$ cat src/rtl/ajuste_pkg.sv
// ajuste_pkg: shared types and constants for the time-setting controller.
//   estado_t      - controller states (IDLE, ED_HORA, ED_DMIN, ED_UMIN, LOAD)
//   CAMPO_*       - encodings of the field-under-edit output
//   HORA_MIN/MAX, DMIN_MAX, UMIN_MAX - legal field limits
//   edicion_t     - packed hour/tens/units payload held by the edit registers
package ajuste_pkg;

    localparam int unsigned DIGITO_W = 4;
    localparam int unsigned CAMPO_W  = 2;

    typedef enum logic [2:0] {
        IDLE    = 3'd0,
        ED_HORA = 3'd1,
        ED_DMIN = 3'd2,
        ED_UMIN = 3'd3,
        LOAD    = 3'd4
    } estado_t;

    localparam logic [CAMPO_W-1:0] CAMPO_NINGUNO = 2'b00;
    localparam logic [CAMPO_W-1:0] CAMPO_HORA    = 2'b01;
    localparam logic [CAMPO_W-1:0] CAMPO_DMIN    = 2'b10;
    localparam logic [CAMPO_W-1:0] CAMPO_UMIN    = 2'b11;

    localparam logic [DIGITO_W-1:0] HORA_MIN = 4'd1;
    localparam logic [DIGITO_W-1:0] HORA_MAX = 4'd12;
    localparam logic [DIGITO_W-1:0] DMIN_MAX = 4'd5;
    localparam logic [DIGITO_W-1:0] UMIN_MAX = 4'd9;

    typedef struct packed {
        logic [DIGITO_W-1:0] hora;
        logic [DIGITO_W-1:0] dmin;
        logic [DIGITO_W-1:0] umin;
    } edicion_t;

    localparam edicion_t EDICION_RESET = '{hora: HORA_MIN, dmin: 4'd0, umin: 4'd0};

    // Capture of the running time; out-of-range fields fall back to their minimum.
    function automatic edicion_t captura(input logic [DIGITO_W-1:0] h,
                                         input logic [DIGITO_W-1:0] d,
                                         input logic [DIGITO_W-1:0] u);
        edicion_t r;
        r.hora = ((h >= HORA_MIN) && (h <= HORA_MAX)) ? h : HORA_MIN;
        r.dmin = (d <= DMIN_MAX) ? d : 4'd0;
        r.umin = (u <= UMIN_MAX) ? u : 4'd0;
        return r;
    endfunction

    // Hour advance 1..12 with wrap back to 1.
    function automatic logic [DIGITO_W-1:0] sig_hora(input logic [DIGITO_W-1:0] h);
        return (h == HORA_MAX) ? HORA_MIN : h + 4'd1;
    endfunction

    // Digit advance 0..max with wrap back to 0.
    function automatic logic [DIGITO_W-1:0] sig_digito(input logic [DIGITO_W-1:0] v,
                                                       input logic [DIGITO_W-1:0] max);
        return (v == max) ? 4'd0 : v + 4'd1;
    endfunction

endpackage

$ cat src/rtl/antirrebote.sv
// antirrebote: 2-FF synchronizer, debouncer and rising-edge press pulse for one button.
//   clock, reset_n - clock and asynchronous active-low reset
//   boton          - raw asynchronous active-high button
//   pulso          - one-cycle pulse on each accepted 0->1 transition
// A new level is accepted only after DEBOUNCE_CYCLES consecutive samples that
// differ from the current accepted level.
module antirrebote #(
    parameter int unsigned DEBOUNCE_CYCLES = 16
) (
    input  logic clock,
    input  logic reset_n,
    input  logic boton,
    output logic pulso
);

    localparam int unsigned CNT_W = (DEBOUNCE_CYCLES > 1) ? $clog2(DEBOUNCE_CYCLES) : 1;

    logic [1:0]       sync_q;
    logic             estable_q;
    logic [CNT_W-1:0] cnt_q;
    logic             pulso_q;
    logic             cambio_c;
    logic             aceptar_c;

    assign cambio_c  = sync_q[1] != estable_q;
    assign aceptar_c = cambio_c && (cnt_q == CNT_W'(DEBOUNCE_CYCLES - 1));

    // Synchronizer, stability counter and edge pulse.
    always_ff @(posedge clock or negedge reset_n) begin
        if (!reset_n) begin
            sync_q    <= 2'b00;
            estable_q <= 1'b0;
            cnt_q     <= '0;
            pulso_q   <= 1'b0;
        end else begin
            sync_q  <= {sync_q[0], boton};
            pulso_q <= aceptar_c && sync_q[1];
            if (!cambio_c) begin
                cnt_q <= '0;
            end else if (aceptar_c) begin
                cnt_q     <= '0;
                estable_q <= sync_q[1];
            end else begin
                cnt_q <= cnt_q + CNT_W'(1);
            end
        end
    end

    assign pulso = pulso_q;

endmodule

$ cat src/rtl/ajuste_reloj.sv
// ajuste_reloj: button-driven time-setting controller for the hh:mm clock counter.
//   clock, reset_n               - clock and asynchronous active-low reset
//   btn_modo, btn_inc            - raw mode / increment buttons
//   hora/dmin/umin_actual        - running time captured when editing starts
//   ajust_en                     - load strobe, high LOAD_CYCLES cycles
//   ajust_hora/dmin/umin         - edited values (edit registers)
//   campo                        - field under edit, for display blinking
// Optional: define AJUSTE_TIMEOUT_EN to abandon an edit after TIMEOUT_CYCLES
// cycles without any press.
module ajuste_reloj
    import ajuste_pkg::*;
#(
    parameter int unsigned DEBOUNCE_CYCLES = 16,
    parameter int unsigned LOAD_CYCLES     = 4,
    parameter int unsigned TIMEOUT_CYCLES  = 1024
) (
    input  logic                clock,
    input  logic                reset_n,
    input  logic                btn_modo,
    input  logic                btn_inc,
    input  logic [DIGITO_W-1:0] hora_actual,
    input  logic [DIGITO_W-1:0] dmin_actual,
    input  logic [DIGITO_W-1:0] umin_actual,
    output logic                ajust_en,
    output logic [DIGITO_W-1:0] ajust_hora,
    output logic [DIGITO_W-1:0] ajust_dmin,
    output logic [DIGITO_W-1:0] ajust_umin,
    output logic [CAMPO_W-1:0]  campo
);

    localparam int unsigned LOAD_W = $clog2(LOAD_CYCLES + 1);

    logic p_modo;
    logic p_inc;

    estado_t              estado_q,   estado_d;
    edicion_t             edicion_q,  edicion_d;
    logic [CAMPO_W-1:0]   campo_q,    campo_d;
    logic                 en_q,       en_d;
    logic [LOAD_W-1:0]    cnt_load_q, cnt_load_d;

    antirrebote #(.DEBOUNCE_CYCLES(DEBOUNCE_CYCLES)) u_ar_modo (
        .clock   (clock),
        .reset_n (reset_n),
        .boton   (btn_modo),
        .pulso   (p_modo)
    );

    antirrebote #(.DEBOUNCE_CYCLES(DEBOUNCE_CYCLES)) u_ar_inc (
        .clock   (clock),
        .reset_n (reset_n),
        .boton   (btn_inc),
        .pulso   (p_inc)
    );

`ifdef AJUSTE_TIMEOUT_EN
    localparam int unsigned TO_W = $clog2(TIMEOUT_CYCLES + 1);
    logic [TO_W-1:0] cnt_to_q, cnt_to_d;
    logic            en_edicion_c;

    assign en_edicion_c = (estado_q == ED_HORA) || (estado_q == ED_DMIN) ||
                          (estado_q == ED_UMIN);
`else
    logic unused_timeout;
    assign unused_timeout = ^TIMEOUT_CYCLES;
`endif

    // State and output registers.
    always_ff @(posedge clock or negedge reset_n) begin
        if (!reset_n) begin
            estado_q   <= IDLE;
            edicion_q  <= EDICION_RESET;
            campo_q    <= CAMPO_NINGUNO;
            en_q       <= 1'b0;
            cnt_load_q <= '0;
`ifdef AJUSTE_TIMEOUT_EN
            cnt_to_q   <= '0;
`endif
        end else begin
            estado_q   <= estado_d;
            edicion_q  <= edicion_d;
            campo_q    <= campo_d;
            en_q       <= en_d;
            cnt_load_q <= cnt_load_d;
`ifdef AJUSTE_TIMEOUT_EN
            cnt_to_q   <= cnt_to_d;
`endif
        end
    end

    // Next state, next edit values and next registered outputs.
    // A modo press is checked before inc, so a simultaneous inc is dropped.
    always_comb begin
        estado_d   = estado_q;
        edicion_d  = edicion_q;
        campo_d    = campo_q;
        en_d       = 1'b0;
        cnt_load_d = cnt_load_q;
`ifdef AJUSTE_TIMEOUT_EN
        cnt_to_d   = '0;
`endif

        case (estado_q)
            IDLE: begin
                campo_d = CAMPO_NINGUNO;
                if (p_modo) begin
                    edicion_d = captura(hora_actual, dmin_actual, umin_actual);
                    estado_d  = ED_HORA;
                    campo_d   = CAMPO_HORA;
                end
            end
            ED_HORA: begin
                if (p_modo) begin
                    estado_d = ED_DMIN;
                    campo_d  = CAMPO_DMIN;
                end else if (p_inc) begin
                    edicion_d.hora = sig_hora(edicion_q.hora);
                end
            end
            ED_DMIN: begin
                if (p_modo) begin
                    estado_d = ED_UMIN;
                    campo_d  = CAMPO_UMIN;
                end else if (p_inc) begin
                    edicion_d.dmin = sig_digito(edicion_q.dmin, DMIN_MAX);
                end
            end
            ED_UMIN: begin
                if (p_modo) begin
                    estado_d   = LOAD;
                    campo_d    = CAMPO_NINGUNO;
                    en_d       = 1'b1;
                    cnt_load_d = '0;
                end else if (p_inc) begin
                    edicion_d.umin = sig_digito(edicion_q.umin, UMIN_MAX);
                end
            end
            LOAD: begin
                campo_d = CAMPO_NINGUNO;
                // The entry cycle already counts as the first strobe cycle.
                if (cnt_load_q == LOAD_W'(LOAD_CYCLES - 1)) begin
                    estado_d   = IDLE;
                    cnt_load_d = '0;
                end else begin
                    en_d       = 1'b1;
                    cnt_load_d = cnt_load_q + LOAD_W'(1);
                end
            end
            default: begin
                estado_d = IDLE;
                campo_d  = CAMPO_NINGUNO;
            end
        endcase

`ifdef AJUSTE_TIMEOUT_EN
        // Idle counter while editing; any press restarts it.
        if (en_edicion_c && !(p_modo || p_inc)) begin
            if (cnt_to_q == TO_W'(TIMEOUT_CYCLES - 1)) begin
                estado_d = IDLE;
                campo_d  = CAMPO_NINGUNO;
            end else begin
                cnt_to_d = cnt_to_q + TO_W'(1);
            end
        end
`endif
    end

    assign ajust_en   = en_q;
    assign ajust_hora = edicion_q.hora;
    assign ajust_dmin = edicion_q.dmin;
    assign ajust_umin = edicion_q.umin;
    assign campo      = campo_q;

endmodule

$ cat config.mk
export PLATFORM = sky130hd
export DESIGN_NAME = ajuste_reloj
export DESIGN_NICKNAME = d
export VERILOG_FILES = /design/src/rtl/ajuste_pkg.sv /design/src/rtl/antirrebote.sv /design/src/rtl/ajuste_reloj.sv
export SDC_FILE = /design/constraint.sdc
export NUM_CORES = 1
export LEC_CHECK = 0
export CAP_MARGIN = 20
export CORE_MARGIN = 4
export CORE_UTILIZATION = 57
export DETAILED_ROUTE_END_ITERATION = 10
export PLACE_DENSITY_LB_ADDON = 0.1
export SYNTH_ARGS = -nofsm -noshare
export SYNTH_HDL_FRONTEND = slang
export SYNTH_SLANG_ARGS = --single-unit
$ cat constraint.sdc
create_clock -name clock -period 2.85 [get_ports clock]
set_clock_uncertainty 0.15 [all_clocks]
set_input_delay 0.57 -clock clock [delete_from_list [all_inputs] [get_ports clock]]
set_output_delay 0.57 -clock clock [all_outputs]
set_load 0.01 [all_outputs]
==> flow_summary.rst, run 1 <==
.. list-table::
   :header-rows: 1

   * - Metric
     - Value
   * - Crit path cell chain
     - clkdlybuf4s50_1
   * - Sum of routed wire length over all layers
     - approximately 3800 µm
   * - Iteration-0 DRC count of the detailed router
     - about 110
   * - Type of element launching the critical path
     - flop
   * - Half-perimeter wire length of the detailed placement result
     - 2780 µm
   * - Number of violations of the max-capacitance limit
     - 0
   * - Final layout net count
     - between 200 and 250
   * - Antenna violations before repair
     - 0
   * - Pwr Density
     - about 430 mW/mm²
   * - Outcome
     - finished, final reports clean
   * - CTS tree
     - yes
   * - Cell count after placement
     - between 200 and 300
   * - Routability congestion estimate from global placement
     - ~0.8
   * - Synthesized netlist net count
     - about 210
   * - Num rows
     - 20
   * - Largest cells by area after synthesis
     - sky130_fd_sc_hd__dfrtp_1 48%, sky130_fd_sc_hd__a21oi_1 4.5%, sky130_fd_sc_hd__o21ai_0 3.4%
   * - Overall fraction of global-route tracks in use
     - between 20% and 30%
   * - Per-instance average area after synthesis
     - 9.905 µm²
   * - Ports placed on the boundary
     - 31
   * - Arr. time, crit path
     - 1500 ps
   * - Portion of the clock cycle consumed by the worst path in the final layout
     - 77.74%
   * - Count of vias placed by the detailed router
     - approximately 1600
   * - Number of hold violations in the final report
     - 0
   * - Most used DFF post-synth
     - sky130_fd_sc_hd__dfrtp_1
   * - Total overflow reported by the global router
     - 0
   * - Slowest stage delay, CP
     - 600 ps
   * - Post-place setup slack
     - 894.0 ps
   * - Global-route wire length before repair
     - between 6000 and 7000 µm
   * - Horiz. Die Dim
     - around 66 µm
   * - Synth top area share
     - a little under half
   * - Async set or reset register ratio after synthesis
     - between 90% and 100%
   * - Remaining antenna violation count
     - 0
   * - Number of buffers inserted for hold repair after clock tree synthesis
     - 0
   * - Required time of the critical path
     - around 2100 ps
   * - Setup total negative slack
     - 0 ps
   * - Peak supply drop
     - about 380 µV
   * - Final worst-path setup slack
     - approximately 630 ps
   * - Hold crit path type
     - reg2reg
   * - Warning count from the yosys run
     - 0
   * - Final-layout fill cell count
     - between 200 and 300
   * - Die Outline Area
     - around 0.0043 mm²
   * - Clock input transition at the sequential cells of the worst setup and hold paths
     - roughly 100 ps
   * - Unique cell type count in the Yosys netlist
     - 37
   * - Layout-stage area growth over the synthesis result
     - 21.76%
   * - Htree depth
     - 2
   * - Largest area contributor in the netlist
     - sky130_fd_sc_hd__dfrtp_1
   * - Footprint of the multi-input gates
     - 898.4 µm²
   * - Area used by sequential logic in the layout
     - about 900 µm²
   * - Largest net degree at the start of global routing
     - 38
   * - Average via count per standard cell
     - between 5 and 6
   * - Slowest stage cell, crit path
     - sky130_fd_sc_hd__dfstp_2
   * - List of most frequent post-synthesis cells
     - 36 x sky130_fd_sc_hd__dfrtp_1, 17 x sky130_fd_sc_hd__a21oi_1, 13 x sky130_fd_sc_hd__nor2_1, 13 x sky130_fd_sc_hd__o21ai_0, 12 x sky130_fd_sc_hd__nand2_1
   * - Synthesized instance count
     - 191
   * - RSZ-0062 raised after global routing
     - no
   * - Pwr Total
     - about 1000 µW
   * - PostCTS Resize Cnt
     - 0
   * - Achievable frequency
     - about 0.45 GHz
   * - Number of detailed-routing iterations run before antenna repair
     - 5
   * - Post-CTS setup buffer count
     - 0
   * - Measured slew at the worst slew-check pin
     - around 540 ps
   * - Sequential area share after synthesis
     - around half
   * - Kind of cell adding the most delay to the critical path
     - flip-flops
   * - Core outline area
     - 0.003103 mm²
   * - Most numerous cell in the Yosys netlist
     - sky130_fd_sc_hd__dfrtp_1
   * - Register bit total from synthesis
     - 37
   * - Final Setup Violations
     - 0
   * - Final standard cell area without fillers
     - 0.002303 mm²
   * - Dpl cell area
     - 0.002218 mm²
   * - Fraction of final layout cells with drive strength greater than 1
     - 5.804%
   * - Remaining design rule violation count
     - 0
   * - Final worst path period need
     - 2216 ps
   * - Netlist area before placement
     - between 0.0015 and 0.002 mm²
   * - Worst path bufs/invs
     - 1
   * - CP Capture Type
     - output pin
   * - Antenna fix cells
     - 0
   * - Routed wire per std cell
     - between 10 and 15 µm
   * - Critical path start-end classification
     - reg2out
   * - Initial standard-cell utilization of the core
     - roughly 61%
   * - Slew Limit Fails
     - 0
   * - Worst-case headroom to the max-slew limit
     - 64.32%
   * - Number of standard cells in the final layout excluding fillers
     - 268
   * - Number of buffer cells added on primary ports
     - 30
   * - Lkg Pwr
     - around 0.00096 µW
   * - Total CTS buffers
     - 5
   * - Number of enable flip-flop cells after synthesis
     - 0
   * - Insertion delay to the later sink of the worst-skew pair
     - about 350 ps
   * - Vias in the first global route
     - ~1500
   * - Critical path fanouts, max
     - 6
   * - Chip height
     - roughly 66 µm
   * - Maximum buffer depth of the clock tree
     - 2
   * - Clk sinks
     - 37
   * - Library cell used as clock root buffer
     - sky130_fd_sc_hd__clkbuf_4
## layer usage
layer | vias to the layer above | global-route usage [%] | wire, µm
met5 | - | 0 | 0
met4 | 0 | 9.326 | 80
met3 | 9 | 6.325 | 204
met2 | 49 | 34.64 | 1863
met1 | 747 | 22.91 | 1647
li1 | 753 | - | -
## cell usage in the layout (no fill, tap or decap), drive strengths merged, types with 4 or more instances in the layout
master,synthesis,layout
a21oi,18,18
a31oi,8,8
clkbuf,0,7
clkdlybuf4s50,0,30
dfrtp,36,36
ha,5,5
inv,8,8
nand2,12,12
nand2b,7,7
nand3,9,9
nand3b,5,5
nand4b,4,4
nor2,13,13
nor3b,8,8
o21ai,16,16
xnor2,5,5
## area by class of cell
cell class,instances,area share [%]
Multi-Input combinational cell,140,39.00
Inverter,8,1.304
Timing Repair Buffer,31,13.36
Clock buffer,7,2.390
Clock inverter,1,1.304
Tap cell,44,2.390
Sequential cell,37,40.25
## power by group
group	internal [µW]	leakage [µW]	switching (µW)
clock	209	0.0000455	171
combinational	33.5	0.000454	29.4
sequential	535	0.000463	9.22
total	778	0.000962	210
## cells by family after synthesis
| family | Yosys count | synth area share [%] |
|---|---|---|
| and+or+nand+nor | 71 | 21.50 |
| AOI/OAI and AO/OA | 54 | 17.59 |
| DFF | 37 | 49.01 |
| buffers and inverters | 14 | 3.505 |
| xor gates and xnor gates | 6 | 2.778 |
| adders and majority gates | 5 | 3.307 |
| muxes | 4 | 2.315 |
## flip-flops by register name, summed over array words and instances (netlist names), 2 cells and up
signal,cells
ajust_dmin,4
ajust_hora,4
ajust_umin,4
u_ar_inc.cnt_q,4
u_ar_modo.cnt_q,4
cnt_load_q,3
estado_q,3
campo,2
u_ar_inc.sync_q,2
u_ar_modo.sync_q,2
## metrics by stage
stage | hold slack, ps | utilization, %
floorplan | 124.4 | -
global placement | 186.6 | 71.49
detailed placement | 191.7 | 71.49
CTS | 227.7 | 74.23
global route | 232.4 | 74.23
finish | 223.3 | 74.23
## final timing paths
kind | start | endpoint | slack, ps | depth (start not counted)
min in group asynchronous | reset_n | ajust_dmin[2]$_DFFE_PN0P_ | 470 | 2
hold / removal | u_ar_modo.sync_q[0]$_DFF_PN0_ | u_ar_modo.sync_q[1]$_DFF_PN0_ | 220 | 0
hold reg to reg | u_ar_modo.sync_q[0]$_DFF_PN0_ | u_ar_modo.sync_q[1]$_DFF_PN0_ | 220 | 0
setup / recovery | ajust_hora[0]$_DFFE_PN1P_ | ajust_hora[0] | 630 | 1
setup reg to reg | estado_q[2]$_DFFE_PN0P_ | ajust_hora[0]$_DFFE_PN1P_ | 960 | 4
max in group asynchronous | reset_n | ajust_hora[0]$_DFFE_PN1P_ | 1720 | 2
(Power assumes the default switching activity.)
==> inputs of run 2 (changes only) <==
Settings changed: CORE_UTILIZATION 57 to 47.
Clock period 2.85 ns to 1.85 ns, I/O delays scaled along.
==> flow_summary.rst, run 2 (synthesis results as in run 1) <==
.. list-table::
   :header-rows: 1

   * - Metric
     - Value
   * - Total CTS buffers
     - 5 (unchanged)
   * - Slowest stage delay, CP
     - 570 ps (-30 ps)
   * - Count of vias placed by the detailed router
     - 1560 (+0.13%)
   * - Hold crit path type
     - reg2reg
   * - Remaining antenna violation count
     - 0 (unchanged)
   * - Chip height
     - 71.45 µm (+8.9%)
   * - Achievable frequency
     - around 0.56 GHz
   * - Clock input transition at the sequential cells of the worst setup and hold paths
     - 70 ps (-30 ps)
   * - Lkg Pwr
     - 0.001007 µW (+4.7%)
   * - CTS tree
     - yes
   * - Clk sinks
     - 37 (unchanged)
   * - Dpl cell area
     - 0.002276 mm² (+2.6%)
   * - Average via count per standard cell
     - 5.591 (-3.8%)
   * - Initial standard-cell utilization of the core
     - 50.17% (-11 points)
   * - Commonest cells after routing, fill and taps aside
     - 28 x sky130_fd_sc_hd__dfrtp_1, 28 x sky130_fd_sc_hd__clkdlybuf4s50_1, 17 x sky130_fd_sc_hd__a21oi_1, 13 x sky130_fd_sc_hd__nor2_1, 13 x sky130_fd_sc_hd__o21ai_0
   * - Setup total negative slack
     - 0 ps (unchanged)
   * - Worst reg2reg setup slack
     - 80 ps (-880 ps)
   * - Ports placed on the boundary
     - 31 (unchanged)
   * - Insertion delay to the later sink of the worst-skew pair
     - 280 ps (-70 ps)
   * - Final Setup Violations
     - 0 (unchanged)
   * - Routability congestion estimate from global placement
     - 0.8085 (-1.4%)
   * - Routed wire per std cell
     - 13.60 µm (-4.0%)
   * - CP Capture Type
     - output pin
   * - Number of detailed-routing iterations run before antenna repair
     - 4 (-1)
   * - RSZ-0062 raised after global routing
     - no
   * - Final layout net count
     - 251 (+2.9%)
   * - Area used by sequential logic in the layout
     - 937.1 µm² (+1.1%)
   * - Layout-stage area growth over the synthesis result
     - 26.92%
   * - Critical R2R Capture
     - ajust_umin[1]$_DFFE_PN0P_
   * - Number of violations of the max-capacitance limit
     - 0 (unchanged)
   * - Kind of cell adding the most delay to the critical path
     - buffers and inverters
   * - Footprint of the multi-input gates
     - 903.4 µm² (+0.56%)
   * - Htree depth
     - 2 (unchanged)
   * - Cell count along the critical path
     - 1 (unchanged)
   * - Slew Limit Fails
     - 0 (unchanged)
   * - Overall fraction of global-route tracks in use
     - 15.93% (-4.3 points)
   * - Startpoint of the worst register-to-register path
     - estado_q[2]$_DFFE_PN0P_
   * - Beginning of the critical path
     - ajust_umin[2]$_DFFE_PN0P_
   * - Required time of the critical path
     - 1330 ps (-800 ps)
   * - Fraction of final layout cells with drive strength greater than 1
     - 13.42% (+7.6 points)
   * - Vias in the first global route
     - 1509 (+0.27%)
   * - Final-layout fill cell count
     - 302 (+18%)
   * - Measured slew at the worst slew-check pin
     - 454.3 ps (-80.82 ps)
   * - Critical path fanouts, max
     - 5 (-1)
   * - Number of hold violations in the final report
     - 0 (unchanged)
   * - Antenna fix cells
     - 0 (unchanged)
   * - Last element of the critical path
     - ajust_umin[2]
   * - Pwr Density
     - 640.9 mW/mm² (+49%)
   * - Num rows
     - 22 (+10%)
   * - Portion of the clock cycle consumed by the worst path in the final layout
     - 97.34%
   * - Critical path start-end classification
     - reg2out
   * - Largest net degree at the start of global routing
     - 21 (-45%)
   * - Type of element launching the critical path
     - flop
   * - Peak supply drop
     - 628.8 µV (+65%)
   * - Sum of routed wire length over all layers
     - 3795 µm (about the same)
   * - Final Util
     - 63.67% (-11 points)
   * - Worst-case headroom to the max-slew limit
     - 69.71% (+5.4 points)
   * - Worst path bufs/invs
     - 1 (unchanged)
   * - Final standard cell area without fillers
     - 0.002401 mm² (+4.2%)
   * - Crit path cell chain
     - clkdlybuf4s50_1
   * - Maximum buffer depth of the clock tree
     - 2 (unchanged)
   * - Post-CTS setup buffer count
     - 0 (unchanged)
   * - Core outline area
     - 0.003771 mm² (+22%)
   * - Cell depth of the worst min-delay path
     - 0 (unchanged)
   * - Total overflow reported by the global router
     - 0 (unchanged)
   * - Die Outline Area
     - 0.005104 mm² (+19%)
   * - Global-route wire length before repair
     - 6506 µm (-2.6%)
   * - Half-perimeter wire length of the detailed placement result
     - 2851 µm (+2.6%)
   * - Number of buffer cells added on primary ports
     - 30 (unchanged)
   * - Slowest stage cell, crit path
     - sky130_fd_sc_hd__clkdlybuf4s50_1
   * - Outcome
     - finished, final reports clean
   * - Iteration-0 DRC count of the detailed router
     - 21 (-80%)
   * - Register-to-Register Path Depth
     - 5 (+1)
   * - Horiz. Die Dim
     - 71.45 µm (+8.9%)
   * - Final worst path period need
     - 1801 ps
   * - Remaining design rule violation count
     - 0 (unchanged)
   * - Antenna violations before repair
     - 0 (unchanged)
   * - Library cell used as clock root buffer
     - sky130_fd_sc_hd__clkbuf_8
   * - Arr. time, crit path
     - 1280 ps (-220 ps)
[run 2: routing by layer]
| layer | vias up | global-route usage [%] | routed length, µm | part of all wire (%) |
|---|---|---|---|---|
| met5 | - | 0 | 0 | 0 |
| met2 | 28 | 27.76 | 1930 | 51 |
| met1 | 752 | 18.34 | 1653 | 44 |
| li1 | 774 | - | - | - |
| met4 | 0 | 6.263 | 55 | 1.4 |
| met3 | 6 | 4.628 | 156 | 4.1 |
[run 2: power breakdown]
part / internal (µW) / switching (µW)
logic: 54.5 / 45.5
clock network: 336 / 264
registers: 824 / 14.0
total: 1210 / 324
[run 2: final cells by class]
type,instances,area share [%]
flip-flops and latches,37,39.03
multi-input cells,140,37.62
repair buffers,38,15.37
clock buffers,7,4.013
well taps,48,2.501
inverters,8,1.251
clock inverters,1,0.2084
[run 2: worst min-delay path by stage]
stage	from	endpoint	slack [ps]
2_1_floorplan	reset_n	ajust_dmin[0]$_DFFE_PN0P_	-80
3_3_place_gp	reset_n	ajust_hora[1]$_DFFE_PN0P_	180
3_5_place_dp	reset_n	ajust_hora[1]$_DFFE_PN0P_	190
4_1_cts	u_ar_modo.sync_q[0]$_DFF_PN0_	u_ar_modo.sync_q[1]$_DFF_PN0_	200
5_1_grt	u_ar_modo.sync_q[0]$_DFF_PN0_	u_ar_modo.sync_q[1]$_DFF_PN0_	220
6_report	u_ar_modo.sync_q[0]$_DFF_PN0_	u_ar_modo.sync_q[1]$_DFF_PN0_	200
[run 2: per-stage QoR]
stage / setup WS [ps] / power, µW / hold WS [ps] / std cells
3_5_place_dp: 93.48 / 953.2 / 190.3 / 270
3_3_place_gp: 132.8 / 946.3 / 181.4 / 270
4_1_cts: 13.89 / 1571 / 202.4 / 279
2_1_floorplan: 262.7 / 884.6 / -75.59 / 191
6_report: 49.21 / 1539 / 199.5 / 279
5_1_grt: 0.1447 / 1620 / 216.4 / 279
[run 2: what timing repair did]
action / 4_1_cts / 5_1_grt
resized for setup: 3 / 8
hold endpoints to repair: 19 / 0
endpoints found under the setup margin: 3 / 9
hold buffers: 1 / 0
==> inputs of run 3 (changes only) <==
Settings changed: CORE_UTILIZATION 47 to 50, CTS_BUF_LIST from default to sky130_fd_sc_hd__clkbuf_8.
==> flow_summary.rst, run 3 (synthesis results as in run 1) <==
.. list-table::
   :header-rows: 1

   * - Metric
     - Value
   * - Worst-case headroom to the max-slew limit
     - 74.15% (+4.4 points)
   * - Lkg Pwr
     - 0.001007 µW (about the same)
   * - Final worst path period need
     - 1803 ps (+1.820 ps)
   * - Share of power burned in registers
     - 50.8% (-3.7 points)
   * - Average via count per standard cell
     - 5.491 (-1.8%)
   * - Remaining design rule violation count
     - 0 (unchanged)
   * - Setup total negative slack
     - 0 ps (unchanged)
   * - Final Setup Violations
     - 0 (unchanged)
   * - Worst reg2reg setup slack
     - 130 ps (+50 ps)
   * - Layout-stage area growth over the synthesis result
     - 27.71%
   * - Initial standard-cell utilization of the core
     - 51.67% (+1.5 points)
   * - Number of standard cells in the final layout excluding fillers
     - 279 (unchanged)
   * - Clk sinks
     - 37 (unchanged)
   * - Number of detailed-routing iterations run before antenna repair
     - 4 (unchanged)
   * - Overall fraction of global-route tracks in use
     - 17.24% (+1.3 points)
   * - Number of buffers inserted for hold repair after clock tree synthesis
     - 0 (-1)
   * - Horiz. Die Dim
     - 69.51 µm (-2.7%)
   * - Number of violations of the max-capacitance limit
     - 0 (unchanged)
   * - Count of vias placed by the detailed router
     - 1532 (-1.8%)
   * - Clock input transition at the sequential cells of the worst setup and hold paths
     - 70 ps (about the same)
   * - Ports placed on the boundary
     - 31 (unchanged)
   * - Commonest cells after routing, fill and taps aside
     - 29 x sky130_fd_sc_hd__dfrtp_1, 29 x sky130_fd_sc_hd__clkdlybuf4s50_1, 17 x sky130_fd_sc_hd__a21oi_1, 13 x sky130_fd_sc_hd__nor2_1, 13 x sky130_fd_sc_hd__o21ai_0
   * - Kind of cell adding the most delay to the critical path
     - buffers and inverters
   * - RSZ-0062 raised after global routing
     - no
   * - CP Capture Type
     - output pin
   * - Die Outline Area
     - 0.004832 mm² (-5.3%)
   * - Met3 WL post-DR
     - 119 µm (-24%)
   * - Cell internal power dissipation
     - 1316 µW (+8.3%)
   * - Insertion delay to the later sink of the worst-skew pair
     - 280 ps (about the same)
   * - Crit path cell chain
     - clkdlybuf4s50_1
   * - Achievable frequency
     - 0.5548 GHz (-0.10%)
   * - Routed wire per std cell
     - 13.76 µm (+1.2%)
   * - Required time of the critical path
     - 1330 ps (about the same)
   * - Total overflow reported by the global router
     - 0 (unchanged)
   * - Number of buffer cells added on primary ports
     - 30 (unchanged)
   * - Met1 wire length
     - 1759 µm (+6.4%)
   * - Chip height
     - 69.51 µm (-2.7%)
   * - Htree depth
     - 2 (unchanged)
   * - Slowest stage delay, CP
     - 570 ps (about the same)
   * - Num rows
     - 22 (unchanged)
   * - Global-route wire length before repair
     - 6817 µm (+4.8%)
   * - CTS tree
     - yes
   * - Outcome
     - finished, final reports clean
   * - Hold crit path type
     - reg2reg
   * - Post-place setup slack
     - 93.82 ps (+0.3381 ps)
   * - Total CTS buffers
     - 5 (unchanged)
   * - Final Util
     - 65.99% (+2.3 points)
   * - Critical path fanouts, max
     - 6 (+1)
   * - Net Sw Frac
     - 20.21% (-0.84 points)
   * - Worst path bufs/invs
     - 1 (unchanged)
   * - Antenna fix cells
     - 0 (unchanged)
   * - Highest metal layer with signal wires
     - met4
   * - Comb power frac
     - 6.0% (-0.5 points)
   * - Type of element launching the critical path
     - flop
   * - Peak supply drop
     - 614.3 µV (-2.3%)
   * - Number of hold violations in the final report
     - 0 (unchanged)
   * - Antenna violations before repair
     - 0 (unchanged)
   * - Remaining antenna violation count
     - 0 (unchanged)
   * - Largest net degree at the start of global routing
     - 32 (+52%)
   * - Part of the total power dissipated in the clock network
     - 43.3% (+4.3 points)
   * - Measured slew at the worst slew-check pin
     - 386.6 ps (-67.74 ps)
   * - Arr. time, crit path
     - 1280 ps (about the same)
   * - Switching Power
     - 333.3 µW (+2.9%)
   * - Sum of routed wire length over all layers
     - 3840 µm (+1.2%)
   * - Final worst-path setup slack
     - 47.39 ps (-1.820 ps)
   * - Portion of the clock cycle consumed by the worst path in the final layout
     - 97.44% (+0.098 points)
   * - Iteration-0 DRC count of the detailed router
     - 90 (+330%)
   * - Half-perimeter wire length of the detailed placement result
     - 2822 µm (-1.0%)
   * - Pwr Density
     - 682.7 mW/mm² (+6.5%)
   * - Library cell used as clock root buffer
     - sky130_fd_sc_hd__clkbuf_8
   * - Slowest stage cell, crit path
     - sky130_fd_sc_hd__clkdlybuf4s50_1
   * - Vias in the first global route
     - 1498 (-0.73%)
   * - Cell count after placement
     - 270 (unchanged)
   * - DR WL met2
     - 1936 µm (+0.31%)
   * - Fraction of final layout cells with drive strength greater than 1
     - 12.12% (-1.3 points)
   * - Maximum buffer depth of the clock tree
     - 2 (unchanged)
   * - Core outline area
     - 0.003661 mm² (-2.9%)
   * - Critical path start-end classification
     - reg2out
   * - Final layout net count
     - 251 (unchanged)
   * - Routability congestion estimate from global placement
     - 0.8130 (+0.56%)
   * - Slew Limit Fails
     - 0 (unchanged)
[run 3: changes by cell type in the layout (fill, tap and decap cells not counted), sizes merged]
cell,change
clkinvlp,+1
clkdlybuf4s50,+1
clkinv,-1
bufinv,+1
dlygate4sd3,-1
clkbuf,-1
[run 3: metal layers]
layer | global-route usage, % | up-vias
li1 | - | 772
met1 | 22.83 | 735
met2 | 28.50 | 23
met3 | 3.478 | 2
met4 | 5.206 | 0
met5 | 0 | -
[run 3: cell type report]
type | count | area, µm²
multi-input combinational | 140 | 898.4
sequential | 37 | 935.9
timing repair buffer | 38 | 371.6
tap | 48 | 60.06
clock buffer | 6 | 82.58
inverter | 8 | 30.03
clock inverter | 2 | 37.54
fill | 280 | 1245
[run 3: power by group through the flow]
stage	logic (µW)	registers, µW	clock network [µW]
3_5_place_dp	99.3	853	0
2_1_floorplan	34.8	850	0
4_1_cts	100	837	730
6_report	98.5	837	714
3_3_place_gp	95.3	851	0
5_1_grt	112	839	771
[run 3: timing repair]
item                                    in CTS  in global routing
gates resized for setup                      3                  5
pin swaps                                    0                  0
setup buffers                                0                  1
endpoints found under the setup margin       3                  7
[run 3: worst paths after layout]
check / startpoint / depth (start not counted) / end
hold reg to reg: u_ar_modo.sync_q[0]$_DFF_PN0_ / 0 / u_ar_modo.sync_q[1]$_DFF_PN0_
max in group asynchronous: reset_n / 2 / ajust_umin[0]$_DFFE_PN0P_
min in group asynchronous: reset_n / 1 / ajust_dmin[1]$_DFFE_PN0P_
setup reg to reg: u_ar_modo.pulso$_DFF_PN0_ / 4 / ajust_umin[1]$_DFFE_PN0P_
hold / removal: u_ar_modo.sync_q[0]$_DFF_PN0_ / 0 / u_ar_modo.sync_q[1]$_DFF_PN0_
setup / recovery: ajust_dmin[1]$_DFFE_PN0P_ / 1 / ajust_dmin[1]
[run 3: metrics by stage]
| step | area, µm² | total power [µW] | hold slack (ps) |
|---|---|---|---|
| 3_5_place_dp | 2281 | 951.9 | 193.6 |
| 5_1_grt | 2416 | 1722 | 217.9 |
| 4_1_cts | 2402 | 1667 | 210.7 |
| 6_report | 2416 | 1649 | 207.2 |
| 2_1_floorplan | 1892 | 884.6 | -75.59 |
| 3_3_place_gp | 2281 | 946.1 | 190.5 |
